$ cat src/rtl/gpio_port_pcint.sv
// gpio_port_pcint
// ---------------------------------------------------------------------------
// AVR-style GPIO port with PORTx / DDRx / PINx registers, a multi-stage input
// synchroniser, a per-bit glitch filter and per-bit pin-change interrupt
// flags (PCMSK / PCIF). One instance serves one port.
//
// Parameters:
//   WIDTH          pins in the port (1..32)
//   SYNC_STAGES    synchroniser flops per pin (2..4)
//   FILTER_CYCLES  consecutive differing synchronised samples needed before
//                  the filtered value follows the input (1..255, 1 = none)
//
// Ports:
//   clk           system clock
//   rst           asynchronous active-high reset, clears every flop
//   bus_addr      register select: 0 PIN, 1 DDR, 2 PORT, 3 PCMSK, 4 PCIF
//   bus_we        single-cycle write strobe
//   bus_re        single-cycle read strobe
//   bus_wdata     write data
//   bus_rdata     registered read data (holds when bus_rvalid = 0)
//   bus_rvalid    one cycle after bus_re, marks bus_rdata valid
//   gpio_pin_in   asynchronous pad inputs
//   gpio_pin_out  PORT register
//   gpio_pin_dir  DDR register, 1 = output
//   irq           OR of all PCIF bits
// ---------------------------------------------------------------------------
module gpio_port_pcint #(
    parameter int WIDTH         = 8,
    parameter int SYNC_STAGES   = 2,
    parameter int FILTER_CYCLES = 4
) (
    input  logic             clk,
    input  logic             rst,
    input  logic [2:0]       bus_addr,
    input  logic             bus_we,
    input  logic             bus_re,
    input  logic [WIDTH-1:0] bus_wdata,
    output logic [WIDTH-1:0] bus_rdata,
    output logic             bus_rvalid,
    input  logic [WIDTH-1:0] gpio_pin_in,
    output logic [WIDTH-1:0] gpio_pin_out,
    output logic [WIDTH-1:0] gpio_pin_dir,
    output logic             irq
);

    localparam int CNT_W = $clog2(FILTER_CYCLES + 1);
    localparam logic [CNT_W-1:0] CNT_LAST = CNT_W'(FILTER_CYCLES - 1);

    localparam logic [2:0] ADDR_PIN   = 3'd0;
    localparam logic [2:0] ADDR_DDR   = 3'd1;
    localparam logic [2:0] ADDR_PORT  = 3'd2;
    localparam logic [2:0] ADDR_PCMSK = 3'd3;
    localparam logic [2:0] ADDR_PCIF  = 3'd4;

    logic [WIDTH-1:0] sync_out;
    logic [WIDTH-1:0] filt;
    logic [WIDTH-1:0] toggle;

    logic [WIDTH-1:0] ddr_reg;
    logic [WIDTH-1:0] port_reg;
    logic [WIDTH-1:0] pcmsk_reg;
    logic [WIDTH-1:0] pcif_reg;
    logic [WIDTH-1:0] pcif_next;
    logic [WIDTH-1:0] pcif_clr;
    logic [WIDTH-1:0] rdata_reg;
    logic             rvalid_reg;
    logic [WIDTH-1:0] rd_mux;

    genvar gi;

    // -----------------------------------------------------------------------
    // Synchroniser: a plain shift chain, one vector per stage.
    // -----------------------------------------------------------------------
    for (gi = 0; gi < SYNC_STAGES; gi++) begin : g_sync
        logic [WIDTH-1:0] stage_reg;
        if (gi == 0) begin : g_first
            always_ff @(posedge clk or posedge rst) begin
                if (rst) begin
                    stage_reg <= '0;
                end else begin
                    stage_reg <= gpio_pin_in;
                end
            end
        end else begin : g_next
            always_ff @(posedge clk or posedge rst) begin
                if (rst) begin
                    stage_reg <= '0;
                end else begin
                    stage_reg <= g_sync[gi-1].stage_reg;
                end
            end
        end
    end

    assign sync_out = g_sync[SYNC_STAGES-1].stage_reg;

    // -----------------------------------------------------------------------
    // Glitch filter: each bit counts consecutive samples that disagree with
    // the filtered value; any agreeing sample restarts the count, so only a
    // run of FILTER_CYCLES differing samples moves the filtered value.
    // toggle marks the edge on which the filtered bit flips.
    // -----------------------------------------------------------------------
    for (gi = 0; gi < WIDTH; gi++) begin : g_filt
        logic             bit_reg;
        logic [CNT_W-1:0] cnt_reg;
        logic             differs;

        assign differs = (sync_out[gi] != bit_reg);

        always_ff @(posedge clk or posedge rst) begin
            if (rst) begin
                bit_reg <= 1'b0;
                cnt_reg <= '0;
            end else if (!differs) begin
                cnt_reg <= '0;
            end else if (cnt_reg == CNT_LAST) begin
                bit_reg <= sync_out[gi];
                cnt_reg <= '0;
            end else begin
                cnt_reg <= cnt_reg + 1'b1;
            end
        end

        assign filt[gi]   = bit_reg;
        assign toggle[gi] = differs && (cnt_reg == CNT_LAST);
    end

    // -----------------------------------------------------------------------
    // Pin-change flags: a masked toggle sets the flag; write-1 clears it.
    // The set term is ORed in last so a same-cycle set beats the clear.
    // -----------------------------------------------------------------------
    always_comb begin
        pcif_clr = '0;
        if (bus_we && (bus_addr == ADDR_PCIF)) begin
            pcif_clr = bus_wdata;
        end
        pcif_next = (pcif_reg & ~pcif_clr) | (toggle & pcmsk_reg);
    end

    // Read mux uses current register values, so a read coinciding with a
    // write returns the pre-write contents.
    always_comb begin
        rd_mux = '0;
        case (bus_addr)
            ADDR_PIN:   rd_mux = filt;
            ADDR_DDR:   rd_mux = ddr_reg;
            ADDR_PORT:  rd_mux = port_reg;
            ADDR_PCMSK: rd_mux = pcmsk_reg;
            ADDR_PCIF:  rd_mux = pcif_reg;
            default:    rd_mux = '0;
        endcase
    end

    // -----------------------------------------------------------------------
    // Register file and read port.
    // -----------------------------------------------------------------------
    always_ff @(posedge clk or posedge rst) begin
        if (rst) begin
            ddr_reg    <= '0;
            port_reg   <= '0;
            pcmsk_reg  <= '0;
            pcif_reg   <= '0;
            rdata_reg  <= '0;
            rvalid_reg <= 1'b0;
        end else begin
            pcif_reg   <= pcif_next;
            rvalid_reg <= bus_re;
            if (bus_re) begin
                rdata_reg <= rd_mux;
            end
            if (bus_we) begin
                case (bus_addr)
                    // Writing ones to PIN toggles the matching PORT bits.
                    ADDR_PIN:   port_reg  <= port_reg ^ bus_wdata;
                    ADDR_DDR:   ddr_reg   <= bus_wdata;
                    ADDR_PORT:  port_reg  <= bus_wdata;
                    ADDR_PCMSK: pcmsk_reg <= bus_wdata;
                    default:    ;
                endcase
            end
        end
    end

    assign bus_rdata    = rdata_reg;
    assign bus_rvalid   = rvalid_reg;
    assign gpio_pin_out = port_reg;
    assign gpio_pin_dir = ddr_reg;
    assign irq          = |pcif_reg;

endmodule

$ cat config.mk
export PLATFORM = sky130hd
export DESIGN_NAME = gpio_port_pcint
export DESIGN_NICKNAME = d
export VERILOG_FILES = /design/src/rtl/gpio_port_pcint.sv
export SDC_FILE = /design/constraint.sdc
export NUM_CORES = 1
export LEC_CHECK = 0
export ABC_AREA = 0
export CAP_MARGIN = 20
export CORE_ASPECT_RATIO = 0.6
export CORE_MARGIN = 2
export CORE_UTILIZATION = 35
export DETAILED_ROUTE_END_ITERATION = 7
export HOLD_SLACK_MARGIN = 0.05
export PLACE_DENSITY_LB_ADDON = 0.2
export SYNTH_ARGS = -nofsm -noshare
export SYNTH_HDL_FRONTEND = slang
export SYNTH_SLANG_ARGS = --single-unit
export TNS_END_PERCENT = 20
$ cat constraint.sdc
create_clock -name clk -period 7.8 [get_ports clk]
set_input_delay 1.56 -clock clk [delete_from_list [all_inputs] [get_ports clk]]
set_output_delay 1.56 -clock clk [all_outputs]
set_load 0.01 [all_outputs]
==> results.py, run 1 <==
metrics = {
    "run_status": {
        "outcome": "completed",
    },
    "clock_tree": {
        "hold_buffers": 0,
        "cts_tree": "yes",
        "root_buffer": "clkbuf_16",
        "cts-resized-gates": 0,
        "clk_latency_ns": 0.34,
        "htree_levels": 3,
        "post_cts_buffers": 0,
        "cts_num_sinks": 89,
        "path_clk_slew_ns": 0.06,
        "clock_tree.buffer_depth": 2,
        "cts_buffers": 9,
    },
    "place": {
        "preCtsSetupSlack_ns": 4.10,
        "finalWeightedCongestion": 0.770,
        "numPortBuffers": 48,
        "hpwl_um": 5660,
        "placed_area_um2": 4340,
    },
    "sta": {
        "finalHoldViolCount": 0,
        "tns_ns": 0,
        "max_freq_mhz": 288,
        "setup_viol": 0,
        "maxSlewHeadroom": 0.370,
        "tightestPinTransition_ns": 0.945,
        "slew_violations": 0,
        "setup_ws_ns": 4.33,
        "period_share": 0.444,
        "worst_clock_skew_ns": 0.00803,
        "rsz0062_at_grt": "no",
        "finalCriticalPeriod_ns": 3.47,
    },
    "logic_synthesis": {
        "syn_nets": 319,
        "synth_top_area_cell": "dfrtp_1",
        "seq_area_frac_synth": 0.602,
        "synthCells": 288,
        "synth.distinct_cells": 32,
        "synth_enable_flop_cells": 0,
        "synth-async-reset-ratio": 1.00,
        "synth.area.top_cells": "dfrtp_1 (60%), mux2_2 (7.3%), mux2i_1 (4.3%)",
        "ys_ff_latch": 89,
        "synthesis.area_um2": 3700,
        "yosys_warnings": 0,
        "syn_avg_cell_area_um2": 12.8,
        "synth_top_flop_cell": "dfrtp_1",
        "yosys.area.top_type_share": 0.602,
    },
    "global_routing": {
        "grt_use_total": 0.155,
        "grt_max_degree": 78,
        "use_met2": 0.207,
        "use_met1": 0.241,
        "grt_pass1_vias": 2468,
        "grt_remaining_overflow": 0,
        "grt_antenna_before_repair": 0,
        "top_usage_layer": "met1",
        "grt_first_pass_wirelength_um": 13200,
        "grt_use_met3": 0.0492,
    },
    "setup_path": {
        "cp.required_ns": 6.24,
        "critPathKind": "flop to primary output",
        "start_kind": "flop",
        "rr_endpoint": "g_filt[1].bit_reg$_DFFE_PP0P_",
        "r2r_start": "g_filt[1].cnt_reg[0]$_DFF_PP0_",
        "cp_max_fo": 3,
        "crit_path_end_kind": "primary output",
        "reg2reg_slack_ns": 6.47,
        "ff2ff_path_depth": 3,
        "worstPathArrival_ns": 1.91,
    },
    "detailed_routing": {
        "avgRoutedWirePerCell_um": 16.5,
        "num_vias": 2389,
        "vias_per_cell": 4.92,
        "drc": 0,
        "drtPass1Iterations": 4,
        "ant_nets": 0,
        "drt_iter0_markers": 89,
        "drt-total-wl_um": 8030,
    },
    "hold_path": {
        "min-delay-start": "g_sync[0].stage_reg[5]$_DFF_PP0_",
        "worstHoldPathCells": 0,
        "min_to": "g_sync[1].stage_reg[5]$_DFF_PP0_",
        "hold_class": "flop to flop",
    },
    "finish": {
        "drive_above_1_share": 0.127,
        "syn_to_final_growth_pct": 24.4,
        "n_fill_cell": 961,
        "seqCellArea_um2": 2230,
        "antenna_cells": 0,
        "design_area_um2": 4600,
        "layout_commonest_cell": "dfrtp_1",
        "fin_nets": 374,
        "mostFrequentLayoutCells": "dfrtp_1 (89), clkdlybuf4s50_1 (48), mux2_2 (24)",
        "largest_reg_flops": 24,
        "multi_input_area_um2": 1410,
    },
    "job": {
        "drv_cap": 0,
    },
    "die": {
        "die_area_um2": 11400,
        "row_count": 29,
        "io_pins": 49,
        "core_area_um2": 10400,
        "start_util": 0.355,
        "die_h_um": 83.6,
        "die_w_um": 137,
    },
    "power_and_ir_drop": {
        "power.leakage_nw": 2.04,
        "p_total_mw": 1.35,
        "p_per_area_nw_per_um2": 293,
        "vdd_drop_max_mv": 0.143,
    },
}
## routing by layer
| metal | up-vias | part of all wire | wire, um |
|---|---|---|---|
| li1 | 1145 | - | - |
| met1 | 1176 | 0.51 | 4120 |
| met2 | 64 | 0.42 | 3340 |
| met3 | 4 | 0.066 | 529 |
| met4 | 0 | 0.0054 | 43 |
| met5 | - | 0 | 0 |
## worst max path at each step
stage,slack [ns],cells past startpoint,start,end
detailed placement,4.10,6,bus_addr[1],pcif_reg[0]$_DFF_PP0_
CTS,4.35,3,pcif_reg[6]$_DFF_PP0_,irq
floorplan,3.93,1,rst,bus_rdata[0]$_DFFE_PP0P_
global route,4.29,3,pcif_reg[5]$_DFF_PP0_,irq
finish,4.33,3,pcif_reg[5]$_DFF_PP0_,irq
global placement,4.13,6,bus_addr[1],pcif_reg[7]$_DFF_PP0_
## cell type report
type	count	share of cell area
sequential	89	0.484
clock inverter	3	0.00381
timing repair buffer	51	0.109
multi-input combinational	186	0.306
clock buffer	12	0.0536
inverter	6	0.00517
tap	139	0.0378
## critical path: stages, from the launching register on
cell and delay, ns:
dfrtp_1 0.42, nor4_1 0.52, nand2_1 0.13, clkdlybuf4s50_1 0.51
## cell usage after synthesis (5+ instances only)
cell type	count
a311oi_1	7
a21oi_1	17
mux2_2	24
mux2i_1	16
xnor2_1	5
nor2b_1	5
o221ai_1	7
ha_1	8
nand2_1	18
nor3b_1	7
xor2_1	7
inv_1	6
dfrtp_1	89
nor3_1	5
and2_1	5
nand2b_1	11
nor2_1	18
a32o_1	8
## stage by stage
step / std cells / hold slack (ns) / util
floorplan: 288 / 0.331 / -
global placement: 471 / 0.334 / 0.416
detailed placement: 471 / 0.336 / 0.416
CTS: 486 / 0.351 / 0.442
global route: 486 / 0.355 / 0.442
finish: 486 / 0.347 / 0.442
## kinds of logic (layout without fill, tap and decap cells)
kind of cell | after synthesis | in the layout | synth area share
simple gates | 83 | 83 | 0.124
buf+inv | 13 | 72 | 0.0173
mux | 40 | 40 | 0.116
xor+xnor | 12 | 12 | 0.0284
fa+ha+maj | 8 | 8 | 0.0271
compound gates | 43 | 43 | 0.0846
flops | 89 | 89 | 0.602
## where the power goes
part / internal [mW] / switching [mW]
clock: 0.222 / 0.167
sequential: 0.568 / 0.0870
combinational: 0.169 / 0.137
No activity file was read; power rests on OpenSTA's default activity.
==> run 2, diff against run 1 <==
==> constraint.sdc (replaced) <==
create_clock -name clk -period 3 [get_ports clk]
set_input_delay 0.6 -clock clk [delete_from_list [all_inputs] [get_ports clk]]
set_output_delay 0.6 -clock clk [all_outputs]
set_load 0.01 [all_outputs]
==> run 2 against run 1 <==
Against the previous run: power rose to 2.7 times the previous value; clock power increased to 3.0 times the previous value; worst hold slack barely moved; critical path type unchanged; cell count grew 1.6%; sequential cell count stayed put; non-clock buffer count increased by 7; first-iteration DRC count is 17% higher; global-route usage grew 0.12 points; via count increased by 1.3%; die area unchanged.
==> results.py, run 2 (same netlist as run 1, synthesis figures left out) <==
metrics = {
    "detailed_routing": {
        "drt_iter0_markers": 104,
        "drtPass1Iterations": 4,
        "ant_nets": 0,
        "vias_per_cell": 4.90,
        "drc": 0,
        "num_vias": 2421,
        "drt-total-wl_um": 8130,
        "avgRoutedWirePerCell_um": 16.5,
    },
    "setup_path": {
        "r2r_start": "g_filt[1].cnt_reg[0]$_DFF_PP0_",
        "cp.required_ns": 2.40,
        "worstPathArrival_ns": 1.88,
        "critPathKind": "flop to primary output",
        "reg2reg_slack_ns": 1.68,
        "start_kind": "flop",
        "crit_path_end_kind": "primary output",
        "crit_buf_inv": 1,
        "rr_endpoint": "g_filt[1].bit_reg$_DFFE_PP0P_",
        "path_cells": "nor4_1, nand2_1, clkdlybuf4s50_1",
        "path_delay_family": "simple AND/OR/NAND/NOR gates",
        "ff2ff_path_depth": 3,
        "cpPeakStageDelay_ns": 0.51,
        "crit_path_top_delay_cell": "clkdlybuf4s50_1",
        "cp_max_fo": 3,
    },
    "global_routing": {
        "grt_pass1_vias": 2467,
        "grt_max_degree": 35,
        "grt_first_pass_wirelength_um": 13400,
        "grt_antenna_before_repair": 0,
        "grt_use_total": 0.156,
        "grt_remaining_overflow": 0,
    },
    "sta": {
        "slew_violations": 0,
        "setup_viol": 0,
        "finalCriticalPeriod_ns": 2.48,
        "maxSlewHeadroom": 0.611,
        "period_share": 0.826,
        "worst_clock_skew_ns": 0.00462,
        "finalHoldViolCount": 0,
        "tns_ns": 0,
        "tightestPinTransition_ns": 0.584,
        "max_freq_mhz": 404,
        "rsz0062_at_grt": "no",
    },
    "die": {
        "die_area_um2": 11400,
        "core_area_um2": 10400,
        "die_h_um": 83.6,
        "row_count": 29,
        "die_w_um": 137,
        "io_pins": 49,
        "start_util": 0.355,
    },
    "finish": {
        "largest_reg_flops": 24,
        "drive_above_1_share": 0.152,
        "fin_nets": 381,
        "mostFrequentLayoutCells": "dfrtp_1 (89), clkdlybuf4s50_1 (48), mux2_2 (24)",
        "layout_commonest_cell": "dfrtp_1",
        "syn_to_final_growth_pct": 27.2,
        "antenna_cells": 0,
        "utilization": 0.452,
    },
    "clock_tree": {
        "cts_tree": "yes",
        "path_clk_slew_ns": 0.06,
        "clk_latency_ns": 0.34,
        "cts-resized-gates": 0,
        "clock_tree.buffer_depth": 2,
        "cts_buffers": 9,
        "root_buffer": "clkbuf_16",
        "cts_num_sinks": 89,
        "post_cts_buffers": 0,
        "htree_levels": 3,
        "hold_buffers": 0,
    },
    "power_and_ir_drop": {
        "power.leakage_nw": 2.09,
        "p_per_area_nw_per_um2": 778,
        "vdd_drop_max_mv": 0.318,
    },
    "place": {
        "numPortBuffers": 48,
        "finalWeightedCongestion": 0.770,
        "hpwl_um": 5930,
    },
    "job": {
        "drv_cap": 0,
    },
    "hold_path": {
        "min-delay-start": "g_sync[0].stage_reg[5]$_DFF_PP0_",
        "worstHoldPathCells": 0,
        "hold_class": "flop to flop",
        "min_to": "g_sync[1].stage_reg[5]$_DFF_PP0_",
    },
    "run_status": {
        "outcome": "completed",
    },
}
run 2: cell types whose count changed in the layout (fill, tap and decap cells not counted):
cell	delta
clkinv_2	-2
clkinv_4	+1
bufinv_16	+1
buf_4	+7
clkinvlp_4	+1
inv_6	+1
clkbuf_1	-2
clkbuf_8	+1
run 2: power breakdown:
group	leakage [nW]	switching (mW)	internal, mW
Combinational	0.824	0.348	0.442
Clock	0.148	0.462	0.695
Sequential	1.12	0.236	1.48
Total	2.09	1.05	2.61
run 2: how the worst max path moves through the flow:
stage / from / end / slack [ns] / cells after the start
global route: pcif_reg[6]$_DFF_PP0_ / irq / 0.41 / 3
global placement: bus_addr[1] / pcif_reg[5]$_DFF_PP0_ / 0.58 / 5
finish: pcif_reg[6]$_DFF_PP0_ / irq / 0.52 / 3
floorplan: rst / bus_rdata[0]$_DFFE_PP0P_ / 0.09 / 1
CTS: pcif_reg[5]$_DFF_PP0_ / irq / 0.53 / 3
detailed placement: bus_addr[1] / pcmsk_reg[4]$_DFFE_PP0P_ / 0.60 / 4
run 2: cell type report:
| class | instances | area [um2] |
|---|---|---|
| fill | 940 | 5710 |
| sequential | 89 | 2230 |
| multi-input combinational | 186 | 1410 |
| timing repair buffer | 58 | 556 |
| clock buffer | 11 | 253 |
| tap | 139 | 174 |
| clock inverter | 5 | 62.6 |
| inverter | 6 | 23.8 |
run 2: stage by stage:
stage	hold slack (ns)	setup slack [ns]	instance area, um2	total power, mW	instances
floorplan	0.331	0.0931	3700	2.18	288
global placement	0.332	0.581	4390	2.51	478
detailed placement	0.335	0.596	4390	2.53	478
CTS	0.349	0.534	4700	3.71	494
global route	0.355	0.410	4700	3.89	494
finish	0.347	0.522	4700	3.66	494
run 2: layer usage:
metal / routed length (um) / GRT usage / vias up
met3: 580 / 0.0510 / 4
met2: 3470 / 0.210 / 61
li1: - / - / 1163
met1: 4070 / 0.236 / 1193
met5: 0 / 0 / -
met4: 11 / 0.0436 / 0
==> run 3, diff against run 2 <==
==> constraint.sdc (replaced) <==
create_clock -name clk -period 2.5 [get_ports clk]
set_input_delay 0.5 -clock clk [delete_from_list [all_inputs] [get_ports clk]]
set_output_delay 0.5 -clock clk [all_outputs]
set_load 0.01 [all_outputs]
==> run 3 against run 2 <==
Against the previous run: register-to-register slack got worse by 0.48 ns; clock power increased by 9%; largest cell class unchanged; first-iteration DRC count increased by 18%; die area unchanged; setup slack got worse by 0.40 ns; critical path depth unchanged; clock-buffer cell count decreased by 1.
==> results.py, run 3 (same netlist as run 1, synthesis figures left out) <==
metrics = {
    "die": {
        "die_area_um2": 11400,
        "die_w_um": 137,
        "io_pins": 49,
        "start_util": 0.355,
        "die_h_um": 83.6,
        "core_area_um2": 10400,
        "row_count": 29,
    },
    "global_routing": {
        "grt_use_total": 0.157,
        "grt_antenna_before_repair": 0,
        "grt_pass1_vias": 2416,
        "grt_max_degree": 36,
        "grt_first_pass_wirelength_um": 13300,
        "grt_remaining_overflow": 0,
    },
    "clock_tree": {
        "root_buffer": "clkbuf_16",
        "cts_tree": "yes",
        "clk_latency_ns": 0.34,
        "hold_buffers": 0,
        "post_cts_buffers": 0,
        "path_clk_slew_ns": 0.06,
        "cts-resized-gates": 0,
        "cts_num_sinks": 89,
        "clock_tree.buffer_depth": 2,
        "cts_buffers": 9,
        "htree_levels": 3,
    },
    "setup_path": {
        "setup.worst_path.start": "pcif_reg[6]$_DFF_PP0_",
        "cp_max_fo": 3,
        "cpPeakStageDelay_ns": 0.50,
        "crit_path_top_delay_cell": "clkdlybuf4s50_1",
        "crit_buf_inv": 1,
        "start_kind": "flop",
        "path_cells": "nor4_1, nand2_1, clkdlybuf4s50_1",
        "cp.required_ns": 2.00,
        "critPathKind": "flop to primary output",
        "path_delay_family": "simple AND/OR/NAND/NOR gates",
        "worstPathArrival_ns": 1.88,
        "r2r_start": "g_filt[1].cnt_reg[0]$_DFF_PP0_",
        "crit_path_end_kind": "primary output",
        "reg2reg_slack_ns": 1.20,
    },
    "detailed_routing": {
        "ant_nets": 0,
        "drc": 0,
        "drt_iter0_markers": 123,
        "drt-total-wl_um": 8170,
        "avgRoutedWirePerCell_um": 16.5,
        "num_vias": 2456,
        "vias_per_cell": 4.96,
        "drtPass1Iterations": 4,
    },
    "power_and_ir_drop": {
        "seqPwrFrac": 0.480,
        "sw_frac_of_total": 0.296,
        "power.leakage_nw": 2.10,
        "clkPwrFrac": 0.296,
        "intPower_mw": 3.01,
        "vdd_drop_max_mv": 0.367,
        "p_per_area_nw_per_um2": 906,
        "comb_power_share": 0.224,
        "switchingPower_mw": 1.27,
        "p_total_mw": 4.28,
    },
    "sta": {
        "finalCriticalPeriod_ns": 2.38,
        "rsz0062_at_grt": "no",
        "maxSlewHeadroom": 0.633,
        "slew_violations": 0,
        "setup_ws_ns": 0.122,
        "finalHoldViolCount": 0,
        "period_share": 0.951,
        "whs_ns": 0.349,
        "worst_clock_skew_ns": 0.00574,
        "tns_ns": 0,
        "setup_viol": 0,
        "max_freq_mhz": 421,
        "tightestPinTransition_ns": 0.549,
    },
    "finish": {
        "n_fill_cell": 931,
        "seqCellArea_um2": 2230,
        "largest_reg_flops": 24,
        "syn_to_final_growth_pct": 27.6,
        "mostFrequentLayoutCells": "dfrtp_1 (89), clkdlybuf4s50_1 (48), mux2_2 (24)",
        "multi_input_area_um2": 1410,
        "layout_commonest_cell": "dfrtp_1",
        "design_area_um2": 4720,
        "fin_nets": 382,
        "antenna_cells": 0,
        "drive_above_1_share": 0.154,
    },
    "place": {
        "hpwl_um": 5850,
        "numPortBuffers": 48,
        "placed_area_um2": 4440,
        "preCtsSetupSlack_ns": 0.199,
        "finalWeightedCongestion": 0.776,
    },
    "job": {
        "drv_cap": 0,
    },
    "hold_path": {
        "hold_class": "flop to flop",
        "min-delay-start": "g_sync[0].stage_reg[1]$_DFF_PP0_",
    },
    "run_status": {
        "outcome": "completed",
    },
}
run 3: area by class of cell:
class	count	area share
clock buffer	10	0.0506
clock inverter	6	0.00928
inverter	6	0.00557
multi-input combinational	186	0.298
sequential	89	0.472
tap	139	0.0369
timing repair buffer	59	0.127
run 3: final timing paths:
check | end | cells past startpoint
min in group asynchronous | g_filt[3].cnt_reg[0]$_DFF_PP0_ | 2
max in group asynchronous | g_filt[1].cnt_reg[0]$_DFF_PP0_ | 3
setup / recovery | irq | 3
setup reg to reg | g_filt[1].bit_reg$_DFFE_PP0P_ | 3
hold / removal | g_sync[1].stage_reg[1]$_DFF_PP0_ | 0
hold reg to reg | g_sync[1].stage_reg[1]$_DFF_PP0_ | 0
run 3: stage by stage:
| step | instances | util |
|---|---|---|
| final | 495 | 0.453 |
| after global routing | 495 | 0.453 |
| after CTS | 495 | 0.453 |
| after detailed placement | 479 | 0.426 |
| after global placement | 479 | 0.426 |
| after floorplan | 288 | - |
run 3: worst register-to-register path, stage by stage (launching register included):
cell and delay [ns]:
dfrtp_1 0.35, ha_1 0.16, nor2b_1 0.30, mux2_2 0.37
run 3: power groups by stage:
stage | clock network (mW) | logic [mW] | registers, mW
after detailed placement | 0 | 0.967 | 2.08
after floorplan | 0 | 0.606 | 2.01
final | 1.27 | 0.957 | 2.05
after CTS | 1.31 | 0.971 | 2.06
after global placement | 0 | 0.944 | 2.07
after global routing | 1.38 | 1.07 | 2.10
run 3: per-layer routing:
metal | global-route usage | part of all wire | up-vias
li1 | - | - | 1166
met1 | 0.246 | 0.52 | 1217
met2 | 0.201 | 0.40 | 69
met3 | 0.0522 | 0.070 | 4
met4 | 0.0455 | 0.0070 | 0
met5 | 0 | 0 | -
